==> src/rtl/peak_scan_engine.sv <==
// peak_scan_engine: raster scan of a ROWS x COLS image held in a sync-read
// BRAM. Each pixel takes a fixed CONN+2 cycle period: one centre read, one
// slot per neighbour, then one evaluate slot. Up to MAX_PEAKS strict local
// maxima at or above a latched threshold are recorded in raster order.
module peak_scan_engine #(
  parameter int ROWS      = 32,
  parameter int COLS      = 32,
  parameter int PIX_W     = 8,
  parameter int MAX_PEAKS = 8,
  parameter int CONN      = 4,
  localparam int ADDR_W = $clog2(ROWS*COLS),
  localparam int ROW_W  = (ROWS > 1) ? $clog2(ROWS) : 1,
  localparam int COL_W  = (COLS > 1) ? $clog2(COLS) : 1,
  localparam int IDX_W  = (MAX_PEAKS > 1) ? $clog2(MAX_PEAKS) : 1,
  localparam int CNT_W  = $clog2(MAX_PEAKS+1)
) (
  input  logic              clk,
  input  logic              rst,
  input  logic              start,
  input  logic [PIX_W-1:0]  threshold,
  output logic              busy,
  output logic              done,
  output logic              mem_rd_en,
  output logic [ADDR_W-1:0] mem_rd_addr,
  input  logic [PIX_W-1:0]  mem_rd_data,
  output logic [CNT_W-1:0]  peak_num,
  output logic              overflow,
  input  logic [IDX_W-1:0]  res_idx,
  output logic [ROW_W-1:0]  res_row,
  output logic [COL_W-1:0]  res_col,
  output logic [PIX_W-1:0]  res_val,
  output logic [31:0]       scan_cycles
);

  localparam int P      = CONN + 2;
  localparam int SLOT_W = $clog2(P);

  if ((CONN != 4) && (CONN != 8)) begin : g_bad_conn
    $error("peak_scan_engine: CONN must be 4 or 8");
  end

  typedef enum logic [1:0] {IDLE, SCAN, FIN} state_t;

  state_t              state, state_nx;
  logic [SLOT_W-1:0]   slot;
  logic [ROW_W-1:0]    row, nrow;
  logic [COL_W-1:0]    col, ncol;
  logic [PIX_W-1:0]    thr, centre;
  logic                gt_all;   // centre beat every in-bounds neighbour so far
  logic                rd_vld;   // mem_rd_data carries a real read this cycle
  logic                up, dn, lf, rt, inb;
  logic                is_rd, is_eval, last_px, is_peak, wr_en;

  logic [ROW_W-1:0]    pk_row [MAX_PEAKS];
  logic [COL_W-1:0]    pk_col [MAX_PEAKS];
  logic [PIX_W-1:0]    pk_val [MAX_PEAKS];

  // Slot decode: which neighbour this slot addresses and whether it exists.
  always_comb begin
    int sl;
    sl      = int'(slot);
    up      = 1'b0;
    dn      = 1'b0;
    lf      = 1'b0;
    rt      = 1'b0;
    is_rd   = (sl <= CONN);
    is_eval = (sl == P-1);
    if (sl >= 1 && sl <= CONN) begin
      // order N,S,W,E then NW,NE,SW,SE
      up = (sl == 1) || (sl == 5) || (sl == 6);
      dn = (sl == 2) || (sl == 7) || (sl == 8);
      lf = (sl == 3) || (sl == 5) || (sl == 7);
      rt = (sl == 4) || (sl == 6) || (sl == 8);
    end
    inb  = !(up && row == '0) && !(dn && row == ROW_W'(ROWS-1)) &&
           !(lf && col == '0) && !(rt && col == COL_W'(COLS-1));
    nrow = row - ROW_W'(up) + ROW_W'(dn);
    ncol = col - COL_W'(lf) + COL_W'(rt);
    mem_rd_en   = (state == SCAN) && is_rd && inb;
    mem_rd_addr = mem_rd_en ? (ADDR_W'(nrow) * ADDR_W'(COLS) + ADDR_W'(ncol)) : '0;
  end

  // Peak decision in the evaluate slot; last neighbour is still on the bus.
  always_comb begin
    last_px = (row == ROW_W'(ROWS-1)) && (col == COL_W'(COLS-1));
    is_peak = gt_all && (!rd_vld || (centre > mem_rd_data)) && (centre >= thr);
    wr_en   = (state == SCAN) && is_eval && is_peak && (peak_num < CNT_W'(MAX_PEAKS));
  end

  // FSM next state and status outputs.
  always_comb begin
    state_nx = state;
    case (state)
      IDLE:    if (start) state_nx = SCAN;
      SCAN:    if (is_eval && last_px) state_nx = FIN;
      FIN:     state_nx = IDLE;
      default: state_nx = IDLE;
    endcase
    busy = (state == SCAN);
    done = (state == FIN);
  end

  // State register.
  always_ff @(posedge clk) begin
    if (rst) state <= IDLE;
    else     state <= state_nx;
  end

  // Scan datapath: slot/pixel counters, compare accumulation, result counters.
  always_ff @(posedge clk) begin
    if (rst) begin
      slot        <= '0;
      row         <= '0;
      col         <= '0;
      thr         <= '0;
      centre      <= '0;
      gt_all      <= 1'b0;
      rd_vld      <= 1'b0;
      peak_num    <= '0;
      overflow    <= 1'b0;
      scan_cycles <= '0;
    end else begin
      rd_vld <= mem_rd_en;
      case (state)
        IDLE: if (start) begin
          thr         <= threshold;
          peak_num    <= '0;
          overflow    <= 1'b0;
          scan_cycles <= '0;
          slot        <= '0;
          row         <= '0;
          col         <= '0;
        end
        SCAN: begin
          scan_cycles <= scan_cycles + 32'd1;
          if (slot == SLOT_W'(1)) begin
            centre <= mem_rd_data;
            gt_all <= 1'b1;
          end else if (slot != '0 && !is_eval && rd_vld && !(centre > mem_rd_data)) begin
            gt_all <= 1'b0;
          end
          if (is_eval) begin
            slot <= '0;
            if (is_peak) begin
              if (peak_num < CNT_W'(MAX_PEAKS)) peak_num <= peak_num + 1'b1;
              else                              overflow <= 1'b1;
            end
            if (col == COL_W'(COLS-1)) begin
              col <= '0;
              row <= row + 1'b1;
            end else begin
              col <= col + 1'b1;
            end
          end else begin
            slot <= slot + 1'b1;
          end
        end
        default: ;
      endcase
    end
  end

  // Result buffer write; stale entries are masked by peak_num on read.
  always_ff @(posedge clk) begin
    if (wr_en) begin
      pk_row[peak_num[IDX_W-1:0]] <= row;
      pk_col[peak_num[IDX_W-1:0]] <= col;
      pk_val[peak_num[IDX_W-1:0]] <= centre;
    end
  end

  // Registered result read port; indices past peak_num read as zero.
  always_ff @(posedge clk) begin
    if (rst) begin
      res_row <= '0;
      res_col <= '0;
      res_val <= '0;
    end else if (CNT_W'(res_idx) < peak_num) begin
      res_row <= pk_row[res_idx];
      res_col <= pk_col[res_idx];
      res_val <= pk_val[res_idx];
    end else begin
      res_row <= '0;
      res_col <= '0;
      res_val <= '0;
    end
  end

endmodule

==> config.mk <==
export PLATFORM = sky130hd
export DESIGN_NAME = peak_scan_engine
export DESIGN_NICKNAME = d
export VERILOG_FILES = /design/src/rtl/peak_scan_engine.sv
export SDC_FILE = /design/constraint.sdc
export NUM_CORES = 1
export LEC_CHECK = 0
export BUFFER_PORTS_ARGS = -buffer_cell sky130_fd_sc_hd__buf_4
export CAP_MARGIN = 5
export CELL_PAD_IN_SITES_DETAIL_PLACEMENT = 1
export CELL_PAD_IN_SITES_GLOBAL_PLACEMENT = 1
export CORE_AREA = 2 2 173 175
export CTS_CLUSTER_SIZE = 24
export DETAILED_ROUTE_END_ITERATION = 8
export DIE_AREA = 0 0 175 177
export PLACE_DENSITY_LB_ADDON = 0.1
export SYNTH_ARGS = -nofsm -noshare
export SYNTH_HDL_FRONTEND = slang
export SYNTH_SLANG_ARGS = --single-unit
==> constraint.sdc <==
create_clock -name clk -period 4.7 [get_ports clk]
set_clock_uncertainty 0.15 [all_clocks]
set_input_delay 0.94 -clock clk [delete_from_list [all_inputs] [get_ports clk]]
set_output_delay 0.94 -clock clk [all_outputs]
set_load 0.01 [all_outputs]
# Word level (Yosys, flattened, before mapping)
# Memory sizes are Yosys's and may differ from the RTL's. A register that Yosys moved wholly into a read port is not among the register bits.
# Cells that the tools add are included.
[word_totals] register_bits=70 ram_bits=144 in_bits=22 out_inout_bits=68 wordCells=134 mem_count=3
[classes] add_sub_neg=10 order_cmp=6 n_eq_ne=19 n_mux=34 bitwise=1 n_reduce_logical=50
[memory_table] memory="pk_val" depth=8 word_bits=8 rd=1 rd_clocked_by_memory_dff=1 wr=1 line_no="56" source="logic [PIX_W-1:0] pk_val [MAX_PEAKS];"
[memory_table] memory="pk_col" depth=8 word_bits=5 rd=1 rd_clocked_by_memory_dff=1 wr=1 line_no="55" source="logic [COL_W-1:0] pk_col [MAX_PEAKS];"
[memory_table] memory="pk_row" depth=8 word_bits=5 rd=1 rd_clocked_by_memory_dff=1 wr=1 line_no="54" source="logic [ROW_W-1:0] pk_row [MAX_PEAKS];"
[op_table] operator="$pmux 32 s2" n=1
[op_table] operator="$add 32x1->32 const B" n=1
[op_table] operator="$mux 32" n=1
[op_table] operator="$mux 5" n=5
[op_table] operator="$logic_and 1x1->1" n=20
[op_table] operator="$pmux 5 s2" n=2
[op_table] operator="$mux 4" n=4
[op_table] operator="$eq 3x3->1 const B" n=4
[op_table] operator="$mux 1" n=12
[op_table] operator="$add 10x5->10" n=1
[op_table] operator="$add 5x1->5" n=2
[op_table] operator="$add 5x1->5 const B" n=2
[op_table] operator="$eq 5x5->1 const B" n=2
[op_table] operator="$logic_not 5->1" n=2
[op_table] operator="$mux 10" n=1
[op_table] operator="$ne 2x1->1 const B" n=5
[op_table] operator="$reduce_and 2->1" n=5
[op_table] operator="$reduce_and 5->1" n=2
[op_table] operator="$sub 5x1->5" n=2
[op_table] operator="$ge 8x8->1" n=1
[op_table] operator="$gt 8x8->1" n=1
[op_table] operator="$pmux 4 s2" n=1
[op_table] operator="$logic_not 1->1" n=7
[op_table] operator="$logic_or 1x1->1" n=7
[op_table] operator="other kinds (23)" n=29

# Longest topological paths before layout
# Gate-level depths: netlist of the first run.
[depth] word_depth=11 depth_mapped=17

# Worst setup path after synthesis of the first run
# Ideal clock, no wire load.
[synth_path] kind="input to register" start="input mem_rd_data[7]" end="memory pk_col[0][0] in the netlist's numbering (enable)" setup_time_ps=439 arrival_ps=3863 setup_slack_ps=248 cell_stages=8 path_buffers=0 path_cell_list="inv_1 ha_1 nand4_1 nand2b_1 a22o_1 a2bb2oi_2 nand2_1 nor4_1"
[synth_between] elab_chain_len=8
[synth_rtl] element="from (decl)" line_no="25" source="input logic [PIX_W-1:0] mem_rd_data,"
[synth_rtl] element="$gt 8x8->1" line_no="86" source="is_peak = gt_all && (!rd_vld || (centre > mem_rd_data)) && (centre >= thr);"
[synth_rtl] element="$logic_or 1x1->1" line_no="86"
[synth_rtl] element="$logic_and 1x1->1 (2 in series)" line_no="86"
[synth_rtl] element="$logic_and 1x1->1 (2 in series)" line_no="87" source="wr_en = (state == SCAN) && is_eval && is_peak && (peak_num < CNT_W'(MAX_PEAKS));"
[synth_rtl] element="$mux 1" line_no="165" source="if (wr_en) begin"
[synth_rtl] element="$mux 1 (implied by the code)" line_no="167" source="pk_col[peak_num[IDX_W-1:0]] <= col;"
[synth_rtl] element="to (decl)" line_no="55"
# Every way passes these cells.

# Worst setup path in the final report of the first run
[layout_path] start="register slot[1]" end="output mem_rd_addr[4]"
[layout_between] elab_chain_len=11 word_cells_on_any_way=37 classes_between="add/sub (3); order compare (2); eq/ne (7); mux (5); reduce/logical (20)"
[layout_rtl] element="from (decl)" line_no="45" source="logic [SLOT_W-1:0] slot;"
[layout_rtl] element="from (signal assigned)" line_no="155" source="slot <= slot + 1'b1;"
[layout_rtl] element="parallel branches: the longest is 10 deep, another holds $add 10x5->10"
[layout_rtl] element="$mux 10 *" line_no="80" source="mem_rd_addr = mem_rd_en ? (ADDR_W'(nrow) * ADDR_W'(COLS) + ADDR_W'(ncol)) : '0;"
[layout_rtl] element="to (decl)" line_no="24" source="output logic [ADDR_W-1:0] mem_rd_addr,"
# Every way passes the cells marked *.

==> flow_summary.ini, run 1 <==
[synthesis]
synth_top_cell_by_area = edfxtp_1
synth_top_family_by_area = simple AND/OR/NAND/NOR gates
synth_fa_ha_area_frac = 0.05730
synthCells = 777
synth-compound-area-share = 0.06040
synth-xor-area-share = 0.02170
ys_types = 67
syn_nets = 844
synth-async-reset-ratio = 0
synth_area_leaders = edfxtp_1, dfxtp_1, mux4_2, ha_1, nor2_1
synth_ff_type = edfxtp_1
yosys.area_share.simple = 0.1203
syn_area_um2 = 10090
syn_avg_cell_area_um2 = 12.98
synth_edf_count = 144
synth-seq-cells = 232
synthMuxAreaShare = 0.1079
seq_area_frac_synth = 0.6032
yosys_warnings = 0
synth_top_area_share = 0.4286

[routing]
drtPass1Iterations = 4
routed_wl_um = 24930
via_count = 6540
drc = 0
ant_nets = 0
drt_iter0_drc = 233
via_per_inst = 5.082
avgRoutedWirePerCell_um = 19.37

[grt]
use_met2 = 0.2986
grt_max_degree = 65
grt_antenna_before_repair = 0
grt_pass1_wl_um = 39700
top_usage_layer = met2
use_met3 = 0.02470
grtUsageTotal = 0.1643
grt_pass1_vias = 7045
grtUsageMet1 = 0.2011
gr-total-overflow = 0

[clock_network]
cts.sinks = 232
cts_tree = built
cts_buffer_depth = 3
htree_levels = 1
cts_buffers = 27
cts_root_buf = clkbuf_16
clk_pin_slew_ps = 60
ctsHoldBuffers = 0
clkLatencyLatePin_ps = 530

[placement]
place_ws_ps = 639.5
hpwl_um = 16200
io_buffers = 89
numPlacedInstances = 1238
gp_congestion = 0.8136
dpl_cell_area_um2 = 11240

[floorplanning]
initial_core_util = 0.3450
core_area_um2 = 29240
num_rows = 63
chipHeight_um = 177
io_pins = 90
die_width_um = 175
die_area_um2 = 30980

[critical_path]
cp.required_ps = 3610
cp_max_fo = 11
cp.arrival_ps = 3360
slowest_stage = dfxtp_2
crit_top_cell = nor2_1
crit_chain = and2_1, ha_1, nor2_1, nor2_1, a21oi_1, o22a_1, inv_1, ha_1, inv_1, ha_1, fa_2, a21oi_2, nor2_1, nor2_1, xnor2_1, nor2_1, buf_4
path_class = reg -> out
slowest_delay_ps = 370
cp-start-kind = register
worstSetupEndpointType = primary output

[layout]
drive_above_1_share = 0.2319
design_area_um2 = 12130
layout.nets = 944
stdcell_count = 1287
area_delta_synth_final_pct = 20.24
layout_common_cells = edfxtp_1, buf_4, dfxtp_1, nor2_1, nand2_1
antenna_cells = 0
mostFrequentLayoutCell = edfxtp_1

[timing]
fin_tns_setup_ps = 0
slew_headroom = 0.3318
period_share = 0.9476
fin_hold_ws_ps = 307.8
worst_pin_slew_ps = 998.6
setup_viol = 0
rsz0062_at_grt = no
fin_crit_ps = 4454
slew_viol_final = 0
fin_ws_ps = 246.5
finalHoldViolations = 0
clock.fmax_mhz = 224.5

[hold_path]
hold_class = reg -> reg

[power_and_ir_drop]
static-leakage-power_nw = 4.493
p_per_area_nw_per_um2 = 374.7
max-vdd-ir-drop_mv = 0.2733

[outcome]
status = finished clean

[run]
drv_cap = 0
[per-layer routing]
layer / routed length, um / vias up
met4: 665 / 0
met3: 1055 / 41
li1: - / 3068
met2: 12660 / 117
met1: 10540 / 3314
met5: 0 / -
[critical path, delay by kind of cell (launching register included)]
kind            cells  cell delay (ps)
compound gates      3              470
fa+ha+maj           4             1050
simple gates        6              540
xor+xnor            1              130
flops               1              370
buf+inv             3              270
[cell usage after synthesis (4+ instances only)]
cell type / n
inv_1: 40
edfxtp_1: 144
mux2_1: 6
nor4_1: 6
and2_1: 5
ha_1: 43
a21oi_1: 41
a21o_1: 6
o31ai_1: 4
xor2_1: 11
o21ai_1: 4
clkbuf_1: 15
o21ai_0: 6
nand2_1: 58
xnor2_1: 14
nand3_1: 28
a31oi_1: 4
dfxtp_1: 88
nor2_1: 81
mux2i_1: 21
or3_1: 4
buf_2: 16
nand4_1: 12
nand2b_1: 7
nor3_1: 13
mux4_2: 36
[power by group]
part           leakage (nW)  internal, mW  switching (mW)  total, mW
Sequential             2.08          2.17          0.0257       2.19
Combinational          1.99         0.113           0.160      0.273
Clock                 0.427          1.25           0.833       2.08
Total                  4.49          3.53            1.02       4.55
[path summary, 6_finish.rpt]
| kind | start | endpoint | slack (ps) | cells past startpoint |
|---|---|---|---|---|
| worst max-delay path | slot[1] | mem_rd_addr[4] | 250 | 17 |
| worst min-delay path | thr[4] | thr[4] | 310 | 2 |
| worst max register to register | centre[3] | pk_val[5][7] | 1670 | 8 |
| worst min register to register | thr[4] | thr[4] | 310 | 2 |
[cell type report]
cell class	instances	area, um^2
Clock buffer	33	718.2
Tap cell	390	488.0
Clock inverter	16	166.4
Inverter	42	157.7
Multi-Input combinational cell	472	3746
Fill cell	3058	17110
Sequential cell	232	6088
Timing Repair Buffer	102	765.7
[cell families (layout without fill, tap and decap cells)]
kind of cell	Yosys count	in the layout
simple gates	245	245
flops	232	232
compound gates	94	94
buf+inv	73	193
mux	63	63
fa+ha+maj	45	45
xor+xnor	25	25
[state kept, by name, summed over array words and instances (netlist names), 5 cells and up]
| register | flops |
|---|---|
| scan_cycles | 32 |
| thr | 8 |
| centre | 8 |
| res_col | 5 |
| col | 5 |
| res_row | 5 |
| pk_val | 64 |
| row | 5 |
| pk_row | 40 |
| pk_col | 40 |
| res_val | 8 |
[metrics by stage]
stage	total power, mW	utilization
6_report	4.546	0.4148
3_5_place_dp	2.515	0.3842
2_1_floorplan	2.411	-
5_1_grt	4.703	0.4148
4_1_cts	4.603	0.4145
3_3_place_gp	2.507	0.3842
[repair_timing]
item / in CTS / in global routing
setup endpoints to repair: 0 / 1
resized for setup: 0 / 4
buffers inserted: 0 / 0
Note: power is estimated with default switching activity, not from simulation.
==> run 2, diff against run 1 <==
--- a/config.mk
+++ b/config.mk
@@ -9,11 +9,10 @@
 export CAP_MARGIN = 5
 export CELL_PAD_IN_SITES_DETAIL_PLACEMENT = 1
 export CELL_PAD_IN_SITES_GLOBAL_PLACEMENT = 1
-export CORE_AREA = 2 2 173 175
-export CTS_CLUSTER_SIZE = 24
+export CORE_AREA = 2 2 244 126
 export DETAILED_ROUTE_END_ITERATION = 8
-export DIE_AREA = 0 0 175 177
-export PLACE_DENSITY_LB_ADDON = 0.1
+export DIE_AREA = 0 0 246 128
+export PLACE_DENSITY_LB_ADDON = 0.08
 export SYNTH_ARGS = -nofsm -noshare
 export SYNTH_HDL_FRONTEND = slang
 export SYNTH_SLANG_ARGS = --single-unit
==> run 2 against run 1 <==
  * Count of clock-buffer cells in the layout down 9
  * Global-route usage up 0.95 points
  * Sequential share of layout area grew 0.11 points
  * Die area rose by 1.7%
  * Worst setup slack gained 9.7 ps
  * Largest power group unchanged
  * Critical path depth unchanged
  * Power decreased by 1.6%
  * Cell count up 0.54%
  * Critical endpoint unchanged
  * Maximum frequency rose by 0.22%
  * Hold slack improved by 8.3 ps
  * Register-to-register slack got worse by 280 ps
==> flow_summary.ini, run 2 (same netlist as run 1, synthesis figures left out) <==
[timing]
slew_headroom = 0.2832
fin_crit_ps = 4444
worst_pin_slew_ps = 1071
clock.fmax_mhz = 225.0
slew_viol_final = 0
period_share = 0.9455
fin_tns_setup_ps = 0
rsz0062_at_grt = no
setup_viol = 0
finalHoldViolations = 0

[critical_path]
cp.buffers_inverters = 3
crit_top_cell = nor2_1
critPathTopFamily = adder cells
path_class = reg -> out
cp-start-kind = register
worstSetupEndpointType = primary output
cp.required_ps = 3610
slowest_stage = fa_1
crit_chain = and2_1, ha_1, nor2_1, nor2_1, a21oi_1, o22a_1, inv_1, ha_1, inv_1, ha_1, fa_1, a21oi_1, nor2_1, nor2_1, xnor2_1, nor2_1, buf_4
slowest_delay_ps = 400
cp.arrival_ps = 3350
cp_max_fo = 11

[routing]
avgRoutedWirePerCell_um = 20.57
routed_wl_um = 26620
wl_met1_um = 14180
via_per_inst = 5.056
wl_met2_um = 11220
dr.max_layer_used = met4
drtPass1Iterations = 4
via_count = 6542
drt_iter0_drc = 383
ant_nets = 0
wl_met3_um = 957
drc = 0

[floorplanning]
core_area_um2 = 29560
io_pins = 90
chipHeight_um = 128
die_area_um2 = 31490
die_width_um = 246
initial_core_util = 0.3413
num_rows = 45

[layout]
area_delta_synth_final_pct = 19.98
utilization = 0.4095
largest_reg_flops = 64
antenna_cells = 0
layout_common_cells = edfxtp_1, buf_4, dfxtp_1, nor2_1, nand2_1
drive_above_1_share = 0.2313
mostFrequentLayoutCell = edfxtp_1
layout.nets = 946

[outcome]
status = finished clean

[clock_network]
cts_buffers = 23
cts_buffer_depth = 3
clk_pin_slew_ps = 70
ctsHoldBuffers = 0
clkLatencyLatePin_ps = 520
htree_levels = 1
cts.sinks = 232
cts_root_buf = clkbuf_16
cts_tree = built

[grt]
grtUsageTotal = 0.1738
grt_max_degree = 40
grt_pass1_vias = 6893
grt_pass1_wl_um = 41520
grt_antenna_before_repair = 0
gr-total-overflow = 0

[power_and_ir_drop]
total_power_mw = 4.472
max-vdd-ir-drop_mv = 0.2363
p_per_area_nw_per_um2 = 369.5
static-leakage-power_nw = 4.490

[hold_path]
hold_class = reg -> reg

[placement]
gp_congestion = 0.7803
hpwl_um = 18300
io_buffers = 89

[run]
drv_cap = 0
-- run 2: cell count changes in the layout (fill, tap and decap cells not counted), sizes merged --
cell,previous run,this run
clkbuf,33,24
bufinv,3,5
clkinv,10,8
buf,102,108
inv,42,44
clkinvlp,3,2
-- run 2: layout make-up --
cell class,count,area [um^2]
Tap cell,399,499.2
Fill cell,3081,17460
Multi-Input combinational cell,472,3740
Clock inverter,17,219.0
Inverter,42,157.7
Clock buffer,24,589.3
Timing Repair Buffer,108,810.8
Sequential cell,232,6088
-- run 2: worst min-delay path: cells and delay by family (launching register included) --
family | cells | cell delay, ps
flip-flops | 1 | 310
AO/OA/AOI/OAI | 1 | 60
AND/OR/NAND/NOR | 1 | 50
-- run 2: what timing repair did --
action                     4_1_cts  5_1_grt
gates resized for setup          0        2
setup endpoints to repair        0        1
buffers inserted                 0        1
-- run 2: stage by stage --
| step | cell area, um^2 | cells | hold slack, ps | worst slack, ps |
|---|---|---|---|---|
| global route | 12100 | 1294 | 329.4 | 19.64 |
| floorplan | 10090 | 777 | 286.3 | 248.1 |
| finish | 12100 | 1294 | 316.1 | 256.2 |
| global placement | 11290 | 1252 | 300.6 | 748.7 |
| detailed placement | 11290 | 1252 | 308.4 | 725.5 |
| CTS | 12090 | 1293 | 322.0 | 141.9 |
-- run 2: power breakdown --
group,leakage (nW),switching (mW),internal [mW]
logic,2.02,0.173,0.114
registers,2.08,0.0272,2.16
clock network,0.393,0.805,1.19
total,4.49,1.01,3.47
-- run 2: worst paths after layout --
check / startpoint / end / slack, ps / depth (start not counted)
max: slot[1] / mem_rd_addr[4] / 260 / 17
min: thr[2] / thr[2] / 320 / 2
max reg2reg: centre[7] / pk_col[0][0] / 1390 / 8
min reg2reg: thr[2] / thr[2] / 320 / 2
-- run 2: layer usage --
layer | vias up | track usage
met5 | - | 0
met4 | 0 | 0.02567
met3 | 25 | 0.02952
met2 | 99 | 0.2568
met1 | 3354 | 0.2705
li1 | 3064 | -
==> run 3, diff against run 2 <==
--- a/config.mk
+++ b/config.mk
@@ -10,9 +10,11 @@
 export CELL_PAD_IN_SITES_DETAIL_PLACEMENT = 1
 export CELL_PAD_IN_SITES_GLOBAL_PLACEMENT = 1
 export CORE_AREA = 2 2 244 126
+export CTS_CLUSTER_SIZE = 14
 export DETAILED_ROUTE_END_ITERATION = 8
 export DIE_AREA = 0 0 246 128
 export PLACE_DENSITY_LB_ADDON = 0.08
+export SETUP_SLACK_MARGIN = 0.4
 export SYNTH_ARGS = -nofsm -noshare
 export SYNTH_HDL_FRONTEND = slang
 export SYNTH_SLANG_ARGS = --single-unit
==> run 3 against run 2 <==
  * Hold slack got worse by 0.62 ps
  * Sequential cell count did not move
  * Largest power group unchanged
  * Power fell by 6.1%
  * Register-to-register slack got worse by 50 ps
  * Cell count rose by 0.31%
  * Largest cell class unchanged
  * Die area did not move
  * Critical path type unchanged
  * Combinational power rose by 4%
  * Via count rose by 0.87%
==> flow_summary.ini, run 3 (same netlist as run 1, synthesis figures left out) <==
[clock_network]
htree_levels = 1
cts_buffer_depth = 3
clkLatencyLatePin_ps = 510
cts_tree = built
cts_buffers = 23
clk_pin_slew_ps = 60
cts.sinks = 232
ctsHoldBuffers = 0
cts_root_buf = clkbuf_16

[routing]
via_per_inst = 5.084
ant_nets = 0
drc = 0
drt_iter0_drc = 379
avgRoutedWirePerCell_um = 20.76
via_count = 6599
drtPass1Iterations = 5
routed_wl_um = 26950

[timing]
rsz0062_at_grt = yes
fin_tns_setup_ps = 0
fin_ws_ps = 493.9
clock.fmax_mhz = 237.7
worst_pin_slew_ps = 967.6
slew_headroom = 0.3526
period_share = 0.8949
fin_crit_ps = 4206
slew_viol_final = 0
setup_viol = 0
finalHoldViolations = 0

[layout]
utilization = 0.4084
largest_reg_flops = 64
area_delta_synth_final_pct = 19.67
drive_above_1_share = 0.2380
layout.nets = 950
mostFrequentLayoutCell = edfxtp_1
layout_common_cells = edfxtp_1, buf_4, dfxtp_1, nor2_1, nand2_1
antenna_cells = 0
stdcell_count = 1298
design_area_um2 = 12070

[hold_path]
hold_path.startpoint = thr[0]
hold_class = reg -> reg
whs_path_depth = 2
worstHoldEndpoint = thr[0]

[run]
drv_cap = 0

[placement]
hpwl_um = 18200
numPlacedInstances = 1250
dpl_cell_area_um2 = 11280
gp_congestion = 0.8057
place_ws_ps = 719.7
io_buffers = 89

[power_and_ir_drop]
max-vdd-ir-drop_mv = 0.1992
static-leakage-power_nw = 4.434
p_per_area_nw_per_um2 = 347.9

[grt]
grt_pass1_wl_um = 41740
gr-total-overflow = 0
grt_antenna_before_repair = 0
grt_max_degree = 65
grtUsageTotal = 0.1740
grt_pass1_vias = 7056

[critical_path]
path_class = reg -> out
worstSetupEndpointType = primary output
cp.required_ps = 3610
cp.arrival_ps = 3120
cp_max_fo = 3
r2r_start = centre[7]
r2r_setup_slack_ps = 1340
cp-start-kind = register
r2r_end = pk_col[1][1]
r2r_cells = 8

[outcome]
status = finished clean

[floorplanning]
io_pins = 90
die_area_um2 = 31490
chipHeight_um = 128
core_area_um2 = 29560
die_width_um = 246
initial_core_util = 0.3413
num_rows = 45
[run 3: power breakdown]
group          internal [mW]  switching [mW]  total [mW]
sequential              2.16          0.0249        2.19
clock                  0.947           0.766        1.71
combinational          0.119           0.180       0.299
[run 3: through the flow]
stage               hold slack (ps)  total power [mW]
global route                  337.5             4.375
detailed placement            302.2             2.527
global placement              301.8             2.516
finish                        315.5             4.201
CTS                           321.6             4.256
floorplan                     286.3             2.411
[run 3: area by class of cell]
type | instances | area (um^2)
inverter | 42 | 157.7
sequential | 232 | 6095
tap | 399 | 499.2
timing repair buffer | 112 | 840.8
clock buffer | 32 | 639.4
clock inverter | 9 | 43.79
fill | 3119 | 17490
multi-input combinational | 472 | 3797
[run 3: per-layer routing]
layer / wire length, um / GRT usage / vias up / part of all wire
met2: 11550 / 0.2606 / 114 / 0.43
li1: - / - / 3082 / -
met1: 14010 / 0.2638 / 3377 / 0.52
met4: 347 / 0.03565 / 0 / 0.013
met5: 0 / 0 / - / 0
met3: 1037 / 0.02931 / 26 / 0.038
[run 3: worst max-delay path, cell delays in order (launching register included)]
cell and delay, ps:
dfxtp_4 340, and2_4 160, ha_4 160, nor2_2 100, nor2_1 40, a21oi_1 110, o22a_1 200, inv_2 50
ha_4 260, inv_2 40, ha_4 150, fa_2 350, a21oi_2 140, nor2_1 50, nor2_1 110, xnor2_1 140
nor2_1 70, buf_4 140
[run 3: how the worst max path moves through the flow]
stage	from	endpoint	slack, ps	cells after the start
global route	slot[1]	mem_rd_addr[4]	290	17
finish	slot[1]	mem_rd_addr[4]	490	17
detailed placement	slot[1]	mem_rd_addr[4]	720	17
CTS	slot[1]	mem_rd_addr[4]	400	17
global placement	slot[1]	mem_rd_addr[4]	790	17
floorplan	mem_rd_data[7]	pk_col[4][0]	700	8
[run 3: timing repair]
action,CTS,global route
endpoints found under the hold margin,0,0
gates resized for setup,8,8
pin swaps,3,8
setup buffers,4,3
endpoints found under the setup margin,1,3
